`config.mk`:
```
export PLATFORM = sky130hd
export DESIGN_NAME = alu_share_arbiter
export DESIGN_NICKNAME = d
export VERILOG_FILES = /design/src/rtl/alu_pkg.sv /design/src/rtl/alu.sv /design/src/rtl/rr_arb2.sv /design/src/rtl/alu_share_arbiter.sv
export SDC_FILE = /design/constraint.sdc
export NUM_CORES = 1
export LEC_CHECK = 0
export ABC_CLOCK_PERIOD_IN_PS = 7200
export BUFFER_PORTS_ARGS = -buffer_cell sky130_fd_sc_hd__clkbuf_2
export CAP_MARGIN = 40
export CELL_PAD_IN_SITES_DETAIL_PLACEMENT = 0
export CELL_PAD_IN_SITES_GLOBAL_PLACEMENT = 1
export CORE_MARGIN = 1
export CORE_UTILIZATION = 40
export DETAILED_ROUTE_END_ITERATION = 8
export GPL_ROUTABILITY_DRIVEN = 1
export PLACE_DENSITY = 0.82
export SLEW_MARGIN = 20
export SYNTH_ARGS = -nofsm -noshare
export SYNTH_HDL_FRONTEND = slang
export SYNTH_SLANG_ARGS = --single-unit
```
`constraint.sdc`:
```
create_clock -name clock -period 7.2 [get_ports clock]
set_clock_uncertainty 0.2 [all_clocks]
set_input_delay 1.08 -clock clock [delete_from_list [all_inputs] [get_ports clock]]
set_output_delay 1.08 -clock clock [all_outputs]
set_load 0.05 [all_outputs]
```
`src/rtl/alu_pkg.sv`:
```
// Shared ALU definitions: operand widths, opcode encodings and the request bundle.
package alu_pkg;

   localparam int DATA_W  = 32;
   localparam int OP_W    = 5;
   localparam int SHAMT_W = 5;

   localparam logic [OP_W-1:0] ALU_ADD = 5'b00000;
   localparam logic [OP_W-1:0] ALU_SUB = 5'b00001;
   localparam logic [OP_W-1:0] ALU_AND = 5'b00010;
   localparam logic [OP_W-1:0] ALU_OR  = 5'b00011;
   localparam logic [OP_W-1:0] ALU_SLL = 5'b00100;
   localparam logic [OP_W-1:0] ALU_SRA = 5'b00101;

   typedef struct packed {
      logic [OP_W-1:0]    opcode;
      logic [SHAMT_W-1:0] shamt;
      logic [DATA_W-1:0]  a;
      logic [DATA_W-1:0]  b;
   } alu_req_t;

endpackage

```
`src/rtl/alu.sv`:
```
// Combinational 32-bit ALU. Flags always reflect a vs b (signed); ovf is the
// add overflow for ADD and the subtract overflow for every other opcode.
module alu
   import alu_pkg::*;
(
   input  logic [4:0]  i_opcode,
   input  logic [4:0]  i_shamt,
   input  logic [31:0] i_a,
   input  logic [31:0] i_b,
   output logic [31:0] o_result,
   output logic        o_ne,
   output logic        o_lt,
   output logic        o_ovf
);

   logic [31:0] w_sum;
   logic [31:0] w_diff;
   logic        w_add_ovf;
   logic        w_sub_ovf;

   assign w_sum     = i_a + i_b;
   assign w_diff    = i_a - i_b;
   assign w_add_ovf = (i_a[31] == i_b[31]) & (w_sum[31] != i_a[31]);
   assign w_sub_ovf = (i_a[31] != i_b[31]) & (w_diff[31] != i_a[31]);

   assign o_ne  = (i_a != i_b);
   assign o_lt  = ($signed(i_a) < $signed(i_b));
   assign o_ovf = (i_opcode == ALU_ADD) ? w_add_ovf : w_sub_ovf;

   always_comb begin
      o_result = '0;
      case (i_opcode)
         ALU_ADD: o_result = w_sum;
         ALU_SUB: o_result = w_diff;
         ALU_AND: o_result = i_a & i_b;
         ALU_OR:  o_result = i_a | i_b;
         ALU_SLL: o_result = i_a << i_shamt;
         ALU_SRA: o_result = $signed(i_a) >>> i_shamt;
         default: o_result = '0;
      endcase
   end

endmodule

```
`src/rtl/rr_arb2.sv`:
```
// Two-way arbiter: round-robin on ties (ARB_MODE=1) or fixed priority to port 0.
// The last-grant register only moves when a grant is actually taken (i_en).
module rr_arb2 #(
   parameter int ARB_MODE = 1
) (
   input  logic i_clock,
   input  logic i_reset_n,
   input  logic i_valid0,
   input  logic i_valid1,
   input  logic i_en,
   output logic o_gnt_valid,
   output logic o_gnt_id
);

   logic w_tie;

   assign w_tie       = i_valid0 & i_valid1;
   assign o_gnt_valid = i_valid0 | i_valid1;

   generate
      if (ARB_MODE == 1) begin : g_rr
         logic r_last;

         assign o_gnt_id = w_tie ? ~r_last : ~i_valid0;

         // Starts at 1 so that port 0 wins the first tie after reset.
         always_ff @(posedge i_clock or negedge i_reset_n) begin
            if (!i_reset_n) begin
               r_last <= 1'b1;
            end else if (i_en) begin
               r_last <= o_gnt_id;
            end
         end
      end else begin : g_fixed
         assign o_gnt_id = w_tie ? 1'b0 : ~i_valid0;
      end
   endgenerate

endmodule

```
`src/rtl/alu_share_arbiter.sv`:
```
// Two requesters share one ALU through a 2-stage pipeline (operand register,
// result register) with result backpressure and id-tagged responses.
module alu_share_arbiter
   import alu_pkg::*;
#(
   parameter int ARB_MODE = 1
) (
   input  logic        clock,
   input  logic        reset,
   input  logic        req0_valid,
   output logic        req0_ready,
   input  logic [4:0]  req0_opcode,
   input  logic [4:0]  req0_shamt,
   input  logic [31:0] req0_a,
   input  logic [31:0] req0_b,
   input  logic        req1_valid,
   output logic        req1_ready,
   input  logic [4:0]  req1_opcode,
   input  logic [4:0]  req1_shamt,
   input  logic [31:0] req1_a,
   input  logic [31:0] req1_b,
   output logic        resp_valid,
   input  logic        resp_ready,
   output logic        resp_id,
   output logic [31:0] resp_result,
   output logic        resp_ne,
   output logic        resp_lt,
   output logic        resp_ovf
);

   logic        w_stall;
   logic        w_accept;
   logic        w_xfer;
   logic        w_gnt_valid;
   logic        w_gnt_id;
   alu_req_t    w_gnt_req;
   logic [31:0] w_alu_result;
   logic        w_alu_ne;
   logic        w_alu_lt;
   logic        w_alu_ovf;

   logic        r_s1_valid;
   logic        r_s1_id;
   alu_req_t    r_s1_req;
   logic        r_s2_valid;
   logic        r_s2_id;
   logic [31:0] r_s2_result;
   logic        r_s2_ne;
   logic        r_s2_lt;
   logic        r_s2_ovf;

   // Readies are gated by reset as well so nothing is offered while held in reset.
   assign w_stall  = r_s2_valid & ~resp_ready;
   assign w_accept = reset & ~w_stall;
   assign w_xfer   = w_accept & w_gnt_valid;

   assign req0_ready = w_xfer & ~w_gnt_id;
   assign req1_ready = w_xfer &  w_gnt_id;

   assign w_gnt_req = w_gnt_id ? {req1_opcode, req1_shamt, req1_a, req1_b}
                               : {req0_opcode, req0_shamt, req0_a, req0_b};

   rr_arb2 #(
      .ARB_MODE (ARB_MODE)
   ) u_arb (
      .i_clock     (clock),
      .i_reset_n   (reset),
      .i_valid0    (req0_valid),
      .i_valid1    (req1_valid),
      .i_en        (w_xfer),
      .o_gnt_valid (w_gnt_valid),
      .o_gnt_id    (w_gnt_id)
   );

   always_ff @(posedge clock or negedge reset) begin
      if (!reset) begin
         r_s1_valid <= 1'b0;
         r_s1_id    <= 1'b0;
         r_s1_req   <= '0;
      end else if (!w_stall) begin
         r_s1_valid <= w_xfer;
         if (w_xfer) begin
            r_s1_id  <= w_gnt_id;
            r_s1_req <= w_gnt_req;
         end
      end
   end

   alu u_alu (
      .i_opcode (r_s1_req.opcode),
      .i_shamt  (r_s1_req.shamt),
      .i_a      (r_s1_req.a),
      .i_b      (r_s1_req.b),
      .o_result (w_alu_result),
      .o_ne     (w_alu_ne),
      .o_lt     (w_alu_lt),
      .o_ovf    (w_alu_ovf)
   );

   // Loading while the consumer takes the current result keeps the pipe bubble-free.
   always_ff @(posedge clock or negedge reset) begin
      if (!reset) begin
         r_s2_valid  <= 1'b0;
         r_s2_id     <= 1'b0;
         r_s2_result <= '0;
         r_s2_ne     <= 1'b0;
         r_s2_lt     <= 1'b0;
         r_s2_ovf    <= 1'b0;
      end else if (!w_stall) begin
         r_s2_valid  <= r_s1_valid;
         r_s2_id     <= r_s1_id;
         r_s2_result <= w_alu_result;
         r_s2_ne     <= w_alu_ne;
         r_s2_lt     <= w_alu_lt;
         r_s2_ovf    <= w_alu_ovf;
      end
   end

   assign resp_valid  = r_s2_valid;
   assign resp_id     = r_s2_id;
   assign resp_result = r_s2_result;
   assign resp_ne     = r_s2_ne;
   assign resp_lt     = r_s2_lt;
   assign resp_ovf    = r_s2_ovf;

endmodule

```
==> results of run 1 <==
-- flip-flops by register name, summed over array words and instances (netlist names) --
signal	count
resp_ne	1
r_s1_req	74
resp_lt	1
resp_ovf	1
r_s1_valid	1
resp_id	1
u_arb.g_rr.r_last	1
r_s1_id	1
resp_result	32
resp_valid	1
-- worst max-delay path by stage --
stage / from / endpoint / slack (ns) / cells after the start
after floorplan: req1_valid / req1_ready / 2.99 / 5
after global placement: r_s1_req[50]$_DFFE_PN0P_ / resp_result[31]$_DFFE_PN0N_ / 3.19 / 12
after detailed placement: r_s1_req[64]$_DFFE_PN0P_ / resp_result[27]$_DFFE_PN0N_ / 3.17 / 9
after CTS: r_s1_req[64]$_DFFE_PN0P_ / resp_result[27]$_DFFE_PN0N_ / 3.18 / 9
after global routing: r_s1_req[46]$_DFFE_PN0P_ / resp_result[26]$_DFFE_PN0N_ / 2.96 / 12
final: r_s1_req[46]$_DFFE_PN0P_ / resp_result[26]$_DFFE_PN0N_ / 3.09 / 12
-- stage by stage --
| stage | cell area, um2 | total power [uW] | cells | hold slack (ns) | utilization (%) |
|---|---|---|---|---|---|
| 3_3_place_gp | 14300 | 4140 | 2184 | 0.259 | 45.0 |
| 3_5_place_dp | 14400 | 4140 | 2188 | 0.269 | 45.1 |
| 5_1_grt | 15000 | 5420 | 2220 | 0.295 | 47.1 |
| 2_1_floorplan | 13100 | 3090 | 1651 | 0.235 | - |
| 4_1_cts | 15000 | 5090 | 2220 | 0.283 | 47.1 |
| 6_report | 15000 | 5160 | 2220 | 0.276 | 47.1 |
-- power by group through the flow --
stage	registers, uW	clock network, uW	logic [uW]
final	1030	929	3200
after CTS	1020	944	3130
after detailed placement	1030	0	3110
after global routing	1050	965	3410
after floorplan	1070	0	2020
after global placement	1030	0	3110
-- critical path, delay by kind of cell, from the launching register on --
family / cells / cell delay (ns)
AND/OR/NAND/NOR: 2 / 0.20
buffers and inverters: 1 / 0.12
XOR/XNOR: 1 / 0.16
adder cells (fa/ha/maj): 1 / 0.44
AO/OA/AOI/OAI: 7 / 2.31
flip-flops: 1 / 0.59
-- layer usage --
| metal | GRT usage [%] | share of wire, % | vias to the layer above |
|---|---|---|---|
| li1 | - | - | 6212 |
| met1 | 44.7 | 42 | 6445 |
| met2 | 53.8 | 46 | 724 |
| met3 | 5.89 | 7.6 | 114 |
| met4 | 15.4 | 4.5 | 2 |
| met5 | 0 | 0.023 | - |
-- cell usage after synthesis (18+ instances only) --
| cell type | number |
|---|---|
| nor2_1 | 178 |
| mux2i_1 | 119 |
| a21oi_1 | 148 |
| o21ai_0 | 190 |
| o211ai_1 | 20 |
| nand2_1 | 166 |
| dfrtp_1 | 113 |
| a211oi_1 | 26 |
| inv_1 | 101 |
| mux4_2 | 45 |
| buf_1 | 21 |
| nor3_1 | 28 |
| clkbuf_1 | 75 |
| buf_2 | 19 |
| nand2b_1 | 18 |
| ha_1 | 105 |
| xnor2_1 | 26 |
-- kinds of logic (layout without fill, tap and decap cells) --
kind of cell	Yosys count	after routing	synth area share (%)
compound gates	541	541	25.7
flops	114	114	21.9
xor+xnor	28	28	1.88
fa+ha+maj	107	107	10.4
simple gates	458	458	15.2
buf+inv	228	362	7.09
mux	175	175	17.8
-- cell type report --
type                            count  area (um2)  share of cell area [%]
Clock buffer                       23         458                    3.06
Clock inverter                      9         156                    1.05
Inverter                          103         387                    2.58
Multi-Input combinational cell   1309        9320                    62.2
Sequential cell                   114        2860                    19.1
Tap cell                          435         544                    3.64
Timing Repair Buffer              227        1240                    8.31
==> flow_summary_export.csv, run 1 <==
group,metric,value,unit
status,status,"completed",
place,place.gp.congestion,0.988,
synthesis,synth_edf_count,0,
route,route.detailed.drc,0,
clocking,post-cts-setup-buffer-count,0,
hold_path,hold_path_class,"flop to flop",
synthesis,syn_inst,1651,
place,hpwl,43.8,mm
synthesis,post-synth-top-area-cell,"dfrtp_1",
pwr,p_comb_share,62.0,%
clocking,ctsHoldBuffers,0,
final_layout,area_delta_synth_final,14.7,%
worst_setup_path,crit_path_start_kind,"flop",
route,avgRoutedWirePerCell,25.2,um
timing,rsz0062_at_grt,"false",
synthesis,ys_seq_area_share,21.9,%
final_layout,insertedDiodeCount,0,
job,drv_cap,0,
route,wl,55.9,mm
place,io_buffers,191,
worst_setup_path,cp.required,7.38,ns
synthesis,synth_nets,1911,
pwr,switching_power,2700,uW
worst_setup_path,cp_max_fo,11,
floorplanning,fp-row-count,65,
timing,tns,0,ns
route,postRouteAntennaNets,0,
floorplanning,die_y,183,um
synthesis,synth_flop_cell,"dfrtp_1",
timing,setup_viol,0,
clocking,cts_root_buffer,"clkbuf_16",
worst_setup_path,r2r-start,"r_s1_req[46]$_DFFE_PN0P_",
clocking,cts_buffers,17,
synthesis,synth_cell_types,79,
timing,fin_crit,4.11,ns
worst_setup_path,path_class,"flop to flop",
worst_setup_path,cp_slowest_stage_delay,0.73,ns
route,drtIter0Drc,1276,
worst_setup_path,r2r_cells,12,
clocking,htreeDepth,4,
synthesis,ys_async_sr_fraction,100,%
route,vias_per_cell,6.08,
timing,worst_slew_pin_slew,0.838,ns
clocking,cts_buffer_depth,2,
clocking,clk_latency,0.46,ns
global_routing,grt_pass1_vias,12676,
floorplanning,dieArea,33400,um2
worst_setup_path,crit_top_cell,"a311oi_1",
worst_setup_path,r2r_end,"resp_result[26]$_DFFE_PN0N_",
final_layout,nets,2032,
hold_path,hold_depth,2,
route,vias,13497,
clocking,clk_pin_slew,0.06,ns
pwr,p_leak,0.00690,uW
hold_path,min_to,"resp_result[18]$_DFFE_PN0N_",
worst_setup_path,r2r_setup_slack,3.09,ns
clocking,cts_resized,0,
timing,maxSlewHeadroom,43.8,%
global_routing,grt_max_degree,68,
floorplanning,die-width,183,um
final_layout,drive_gt1_share,19.0,%
floorplanning,core,31800,um2
floorplanning,pin_count,192,
global_routing,groute.usage.overall,33.8,%
synthesis,avgSynthCellArea,7.90,um2
clocking,clkSinkCount,114,
worst_setup_path,cpMaxStageDelayCell,"a2111oi_0",
timing,report.final.slew_viol_count,0,
timing,clock.fmax,0.244,GHz
final_layout,fillCellCount,3244,
synthesis,ys_warn_count,0,
place,post-place-ws,3.17,ns
timing,finalCritPeriodShare,57.0,%
global_routing,antenna_found_initial,1,
clocking,tritoncts,"built",
synthesis,synth.top_cell.area_share,21.7,%
pwr,power_density,345,nW/um2
timing,final_hold_viol_count,0,
worst_setup_path,end_kind,"flop",
global_routing,grt-ovfl-total,0,
pwr,internal-power,2460,uW
pwr,swShare,52.3,%
pwr,pwr-share-seq,20.0,%
timing,fin_ws,3.09,ns
worst_setup_path,worstPathCellList,"inv_1, ha_1, a21oi_1, o211ai_1, a311oi_1, o21ai_0, a2111oi_0, nor2_1, a311oi_1, xnor2_1, nand2_1, a31oi_1",
pwr,clkPwrFrac,18.0,%
final_layout,final_cell_mix,"o21ai_0 (190), clkbuf_2 (190), nor2_1 (178), nand2_1 (166), a21oi_1 (148)",
pwr,max-vdd-ir-drop,0.195,mV
synthesis,ys_seq_elements,114,
synthesis,syn_area,13100,um2
global_routing,grt_first_pass_wirelength,82.5,mm
route,drt_pass1_iterations,6,
floorplanning,initial_core_util,41.0,%
worst_setup_path,crit_arrival,4.28,ns
synthesis,synthTopCellsByArea,"dfrtp_1 (22%), ha_1 (10%), mux2i_1 (9.1%)",
hold_path,min-delay-start,"resp_result[18]$_DFFE_PN0N_",
Power figures use the tool's default switching activity.
==> run 2, diff against run 1 <==
- ABC_CLOCK_PERIOD_IN_PS: 7200 -> 3400
- PLACE_DENSITY: 0.82 -> 0.85
- clock period: 7.2 -> 3.4 ns (I/O delays scaled with it)
==> run 2 against run 1 <==
Against the previous run: via count rose by 6.2%; combinational power rose to 2.6 times the previous value; cell area grew 13%; non-clock buffer count grew 195; flip-flop and latch count stayed put; setup slack worse by 3.1 ns; utilization increased by 6.1 points; global-route usage up 1.5 points; sequential share of layout area down 2.2 points.
==> flow_summary_export.csv, run 2 (same netlist as run 1, synthesis figures left out) <==
group,metric,value,unit
route,avgRoutedWirePerCell,24.6,um
final_layout,largest_reg_flops,74,
final_layout,insertedDiodeCount,0,
clocking,clkSinkCount,114,
route,vias_per_cell,5.94,
clocking,ctsHoldBuffers,0,
job,drv_cap,0,
worst_setup_path,crit_top_cell,"a211o_1",
final_layout,fin_area,16900,um2
timing,maxSlewHeadroom,44.1,%
clocking,htreeDepth,4,
route,drt_pass1_iterations,6,
worst_setup_path,end_kind,"flop",
global_routing,grt_first_pass_wirelength,86.5,mm
floorplanning,fp-row-count,65,
route,drtIter0Drc,1793,
place,io_buffers,191,
global_routing,grt_max_degree,98,
worst_setup_path,r2r-start,"r_s1_req[33]$_DFFE_PN0P_",
pwr,power_density,735,nW/um2
timing,worst_slew_pin_slew,0.829,ns
route,route.detailed.drc,0,
final_layout,nets,2227,
worst_setup_path,cp_slowest_stage_delay,0.40,ns
floorplanning,initial_core_util,41.0,%
global_routing,groute.usage.overall,35.3,%
worst_setup_path,cpMaxStageDelayCell,"a211o_1",
route,postRouteAntennaNets,0,
timing,report.final.slew_viol_count,0,
pwr,p_leak,0.00799,uW
timing,setup_viol,0,
worst_setup_path,cp_max_fo,4,
clocking,cts_buffer_depth,2,
floorplanning,die_y,183,um
timing,final_hold_viol_count,0,
route,vias,14337,
worst_setup_path,cp_num_buf_inv,1,
floorplanning,dieArea,33400,um2
final_layout,drive_gt1_share,29.5,%
timing,fin_ws,0.0427,ns
worst_setup_path,path_class,"flop to flop",
place,place.gp.congestion,1.04,
place,hpwl,47.2,mm
hold_path,hold_path_class,"primary input to asynchronous set/reset pin",
final_layout,area_delta_synth_final,29.5,%
worst_setup_path,crit_arrival,3.54,ns
clocking,clk_latency,0.44,ns
worst_setup_path,critical_path.top_delay_family,"compound AO/OA/AOI/OAI gates",
worst_setup_path,r2r_setup_slack,0.04,ns
timing,finalCritPeriodShare,98.7,%
final_layout,final_cell_mix,"buf_4 (219), clkbuf_2 (189), o21ai_0 (182), nor2_1 (175), nand2_1 (165)",
timing,rsz0062_at_grt,"true",
final_layout,top_register,"r_s1_req",
worst_setup_path,r2r_cells,12,
timing,clock.fmax,0.298,GHz
worst_setup_path,worstPathCellList,"inv_2, ha_4, nor2_1, o311ai_2, a31oi_1, a211o_1, o211ai_4, o21ai_4, a211o_1, or3_1, and4_4, nand3_2",
final_layout,mostFrequentLayoutCell,"buf_4",
clocking,tritoncts,"built",
route,wl,59.4,mm
floorplanning,die-width,183,um
floorplanning,core,31800,um2
place,dpl-instance-area,15800,um2
clocking,clk_pin_slew,0.07,ns
pwr,power,12400,uW
floorplanning,pin_count,192,
clocking,cts_root_buffer,"clkbuf_16",
timing,fin_crit,3.36,ns
status,status,"completed",
global_routing,grt_pass1_vias,13514,
worst_setup_path,cp.required,3.58,ns
worst_setup_path,crit_path_start_kind,"flop",
global_routing,antenna_found_initial,1,
place,post-place-ws,-0.125,ns
clocking,cts_buffers,17,
global_routing,grt-ovfl-total,0,
worst_setup_path,r2r_end,"resp_result[31]$_DFFE_PN0N_",
pwr,max-vdd-ir-drop,0.384,mV
-- run 2: cell count changes in the layout (fill, tap and decap cells not counted), moves of 4 or more --
cell and delta:
inv_2 +8, o21ai_0 -8, ha_4 +7, buf_4 +185, buf_12 +10, ha_2 +4
inv_1 -8, o21ai_1 +5, ha_1 -11
-- run 2: final cells by class --
class / instances / area, um2
tap: 435 / 544
timing repair buffer: 422 / 2850
fill: 3028 / 14900
sequential: 114 / 2860
clock buffer: 23 / 488
clock inverter: 9 / 175
multi-input combinational: 1309 / 9590
inverter: 103 / 387
-- run 2: routing by layer --
metal / share of wire, % / GRT usage (%) / up-vias / wire length [um]
met5: 0 / 0 / - / 0
met4: 5.5 / 18.3 / 0 / 3250
met3: 8.6 / 6.43 / 143 / 5090
met2: 44 / 54.5 / 802 / 26200
met1: 42 / 47.1 / 6797 / 24900
li1: - / - / 6595 / -
-- run 2: worst max path at each step --
stage | from | end | cells after the start
finish | r_s1_req[33]$_DFFE_PN0P_ | resp_result[31]$_DFFE_PN0N_ | 12
detailed placement | r_s1_req[0]$_DFFE_PN0P_ | resp_result[30]$_DFFE_PN0N_ | 13
global placement | r_s1_req[40]$_DFFE_PN0P_ | resp_result[26]$_DFFE_PN0N_ | 13
global route | r_s1_req[33]$_DFFE_PN0P_ | resp_result[31]$_DFFE_PN0N_ | 12
CTS | r_s1_req[32]$_DFFE_PN0P_ | resp_result[30]$_DFFE_PN0N_ | 16
floorplan | r_s1_req[32]$_DFFE_PN0P_ | resp_result[22]$_DFFE_PN0N_ | 14
-- run 2: per-stage QoR --
step           setup TNS [ns]  hold WS [ns]  cells  util (%)
6_report                    0        0.0304   2415      53.1
3_3_place_gp           -0.218         0.244   2366      49.7
5_1_grt                -0.219        0.0909   2415      53.1
2_1_floorplan               0        0.0144   1651         -
4_1_cts              -0.00926        0.0564   2404      52.1
3_5_place_dp           -0.509         0.246   2368      49.8
-- run 2: what timing repair did --
action | 4_1_cts | 5_1_grt
hold endpoints to repair | 0 | 0
endpoints found under the setup margin | 9 | 16
setup buffers | 4 | 10
resized for setup | 13 | 54
pin swaps | 9 | 28
-- run 2: worst register-to-register path, delay by kind of cell, from the launching register on --
kind	cells	cell delay [ns]
AO/OA/AOI/OAI	6	1.70
adder cells (fa/ha/maj)	1	0.28
buffers and inverters	1	0.09
AND/OR/NAND/NOR	4	0.65
flip-flops	1	0.39
-- run 2: power by group --
group	total, uW	internal, uW	switching, uW
Clock	2130	1380	752
Combinational	8300	3240	5050
Sequential	2000	1650	350
Total	12400	6270	6150
==> run 3, diff against run 2 <==
- ABC_AREA: unset -> 1
- CORE_UTILIZATION: 40 -> 37
==> run 3 against run 2 <==
Against the previous run: setup slack gained 0.10 ns; combinational power grew 3.4%; flip-flop and latch count is the same; clock power shrank 11%; cell count grew 31%; largest cell class unchanged; highest routed layer is now met5; count of clock-buffer cells in the layout shrank 6; non-clock buffer count shrank 175; synthesized area grew 11%.
==> flow_summary_export.csv, run 3 <==
group,metric,value,unit
worst_setup_path,end_kind,"flop",
synthesis,syn_area,14400,um2
synthesis,synthTopCellsByArea,"nand2_1 (23%), dfrtp_1 (20%), nand3_1 (15%)",
final_layout,final_cell_mix,"nand2_1 (893), nand3_1 (439), inv_1 (320), clkbuf_2 (189), nor2_1 (123)",
route,drtIter0Drc,2009,
timing,tns,0,ns
route,vias,17719,
route,drt_pass1_iterations,7,
route,vias_per_cell,5.59,
pwr,power_density,770,nW/um2
global_routing,antenna_found_initial,4,
route,avgRoutedWirePerCell,22.4,um
timing,maxSlewHeadroom,52.8,%
synthesis,ys_seq_elements,114,
timing,finalCritPeriodShare,95.8,%
synthesis,ys_seq_area_share,19.8,%
route,route.detailed.drc,0,
synthesis,synth_cell_types,43,
floorplanning,fp-row-count,72,
final_layout,fillCellCount,4370,
clocking,cts_root_buffer,"clkbuf_16",
clocking,clk_latency,0.47,ns
final_layout,area_delta_synth_final,14.6,%
synthesis,synth.top_cells.by_count,"nand2_1 (893), nand3_1 (439), inv_1 (321)",
floorplanning,dieArea,39800,um2
synthesis,syn_inst,2498,
hold_path,hold_path_class,"primary input to flop",
timing,fin_ws,0.144,ns
global_routing,grt_first_pass_wirelength,104,mm
route,wl,71.1,mm
clocking,htreeDepth,4,
timing,worst_slew_pin_slew,0.707,ns
synthesis,synth.top_cell.area_share,23.2,%
clocking,cts_buffer_depth,2,
pwr,max-vdd-ir-drop,0.884,mV
synthesis,post-synth-top-area-cell,"nand2_1",
place,place.gp.congestion,1.06,
worst_setup_path,crit_path_start_kind,"flop",
global_routing,groute.usage.overall,35.7,%
clocking,tritoncts,"built",
final_layout,nets,2898,
route,postRouteAntennaNets,0,
synthesis,synth_flop_cell,"dfrtp_1",
floorplanning,die_y,200,um
synthesis,synth_nets,2758,
place,dpl-instance-area,15900,um2
synthesis,ys_warn_count,0,
clocking,clkSinkCount,114,
timing,report.final.slew_viol_count,0,
job,drv_cap,0,
clocking,post-cts-setup-buffer-count,0,
clocking,clk_pin_slew,0.07,ns
pwr,p_leak,0.00893,uW
floorplanning,die-width,200,um
global_routing,grt_pass1_vias,16532,
timing,setup_viol,0,
final_layout,top_register,"r_s1_req",
synthesis,avgSynthCellArea,5.78,um2
synthesis,ys_async_sr_fraction,100,%
synthesis,synth.most_common_cell,"nand2_1",
global_routing,grt_max_degree,75,
place,io_buffers,191,
floorplanning,pin_count,192,
timing,final_hold_viol_count,0,
place,hpwl,56.6,mm
worst_setup_path,cp_max_fo,4,
timing,fin_crit,3.26,ns
final_layout,mostFrequentLayoutCell,"nand2_1",
clocking,cts_buffers,17,
global_routing,grt-ovfl-total,0,
floorplanning,core,38600,um2
status,status,"completed",
worst_setup_path,crit_arrival,3.41,ns
worst_setup_path,cp.required,3.55,ns
final_layout,fin_area,16500,um2
final_layout,drive_gt1_share,12.4,%
timing,clock.fmax,0.307,GHz
worst_setup_path,path_class,"flop to flop",
place,post-place-ws,0.0303,ns
timing,rsz0062_at_grt,"false",
final_layout,largest_reg_flops,74,
floorplanning,initial_core_util,37.5,%
synthesis,synth_edf_count,0,
run 3: changes by cell type after synthesis, moves of 62 or more:
cell | previous run | this run
nand2_1 | 166 | 893
nand3_1 | 15 | 439
inv_1 | 101 | 321
mux2i_1 | 119 | 0
o21ai_0 | 190 | 38
a21oi_1 | 148 | 84
o211ai_1 | 20 | 82
run 3: worst paths after layout:
path                       slack [ns]                startpoint  cells after the start                         end
max in group asynchronous        1.55                     reset                      6    r_s1_req[41]$_DFFE_PN0P_
min in group asynchronous        0.34                     reset                      3    r_s1_req[52]$_DFFE_PN0P_
hold reg to reg                  0.28       r_s1_id$_DFFE_PN0P_                      2         resp_id$_DFFE_PN0N_
hold / removal                   0.06            req0_opcode[4]                      3    r_s1_req[73]$_DFFE_PN0P_
setup reg to reg                 0.14  r_s1_req[32]$_DFFE_PN0P_                     15  resp_result[8]$_DFFE_PN0N_
setup / recovery                 0.14  r_s1_req[32]$_DFFE_PN0P_                     15  resp_result[8]$_DFFE_PN0N_
run 3: kinds of logic after synthesis:
| kind of cell | count (synthesis) | share of synthesized area [%] |
|---|---|---|
| buffers and inverters | 455 | 13.3 |
| AO/OA/AOI/OAI | 270 | 11.4 |
| AND/OR/NAND/NOR | 1549 | 45.9 |
| multiplexers | 1 | 0.156 |
| XOR/XNOR | 2 | 0.121 |
| adder cells (fa/ha/maj) | 107 | 9.37 |
| flip-flops | 114 | 19.8 |
run 3: per-layer routing:
metal | vias to the layer above | GRT usage (%) | share of wire [%] | wire [um]
met5 | - | 0 | 0.056 | 40
li1 | 8329 | - | - | -
met1 | 8491 | 47.2 | 42 | 29600
met3 | 117 | 6.68 | 8.7 | 6220
met4 | 6 | 11.4 | 3.0 | 2140
met2 | 776 | 58.1 | 47 | 33100
run 3: worst max-delay path: stages (launching register included):
cell	delay [ns]
dfrtp_1	0.49
ha_1	0.31
inv_1	0.11
fa_1	0.37
inv_1	0.14
nand3_1	0.11
nand3_1	0.27
nand2_1	0.08
nand2_1	0.18
o21ai_0	0.11
nand2_1	0.09
nand2_1	0.07
nor3_2	0.35
nand2_1	0.15
nand2_1	0.08
nand2_1	0.05
run 3: final cells by class:
class	count	area (um2)	share of cell area, %
Clock buffer	17	425	2.57
Clock inverter	15	149	0.900
Multi-Input combinational cell	1929	9690	58.6
Antenna cell	1	2.50	0.0151
Timing Repair Buffer	247	1540	9.29
Sequential cell	114	2860	17.3
Tap cell	518	648	3.92
Inverter	329	1240	7.49
run 3: where the power goes:
group | internal, uW | switching (uW) | leakage, uW
Sequential | 1750 | 507 | 0.00143
Clock | 1030 | 878 | 0.000278
Combinational | 2370 | 6210 | 0.00722
Total | 5140 | 7600 | 0.00893
run 3: what timing repair did:
action,4_1_cts,5_1_grt
endpoints found under the setup margin,0,2
resized for setup,0,2
endpoints found under the hold margin,12,0
hold buffers,1,0
run 3: per-stage QoR:
step	hold slack, ns	std cells	power [uW]	utilization [%]
after floorplan	0.0144	2498	7740	-
after global placement	0.238	3133	10600	41.2
after detailed placement	0.264	3135	10600	41.3
after CTS	0.0448	3168	12500	42.8
after global routing	0.0599	3170	13600	42.9
final	0.0565	3170	12700	42.9
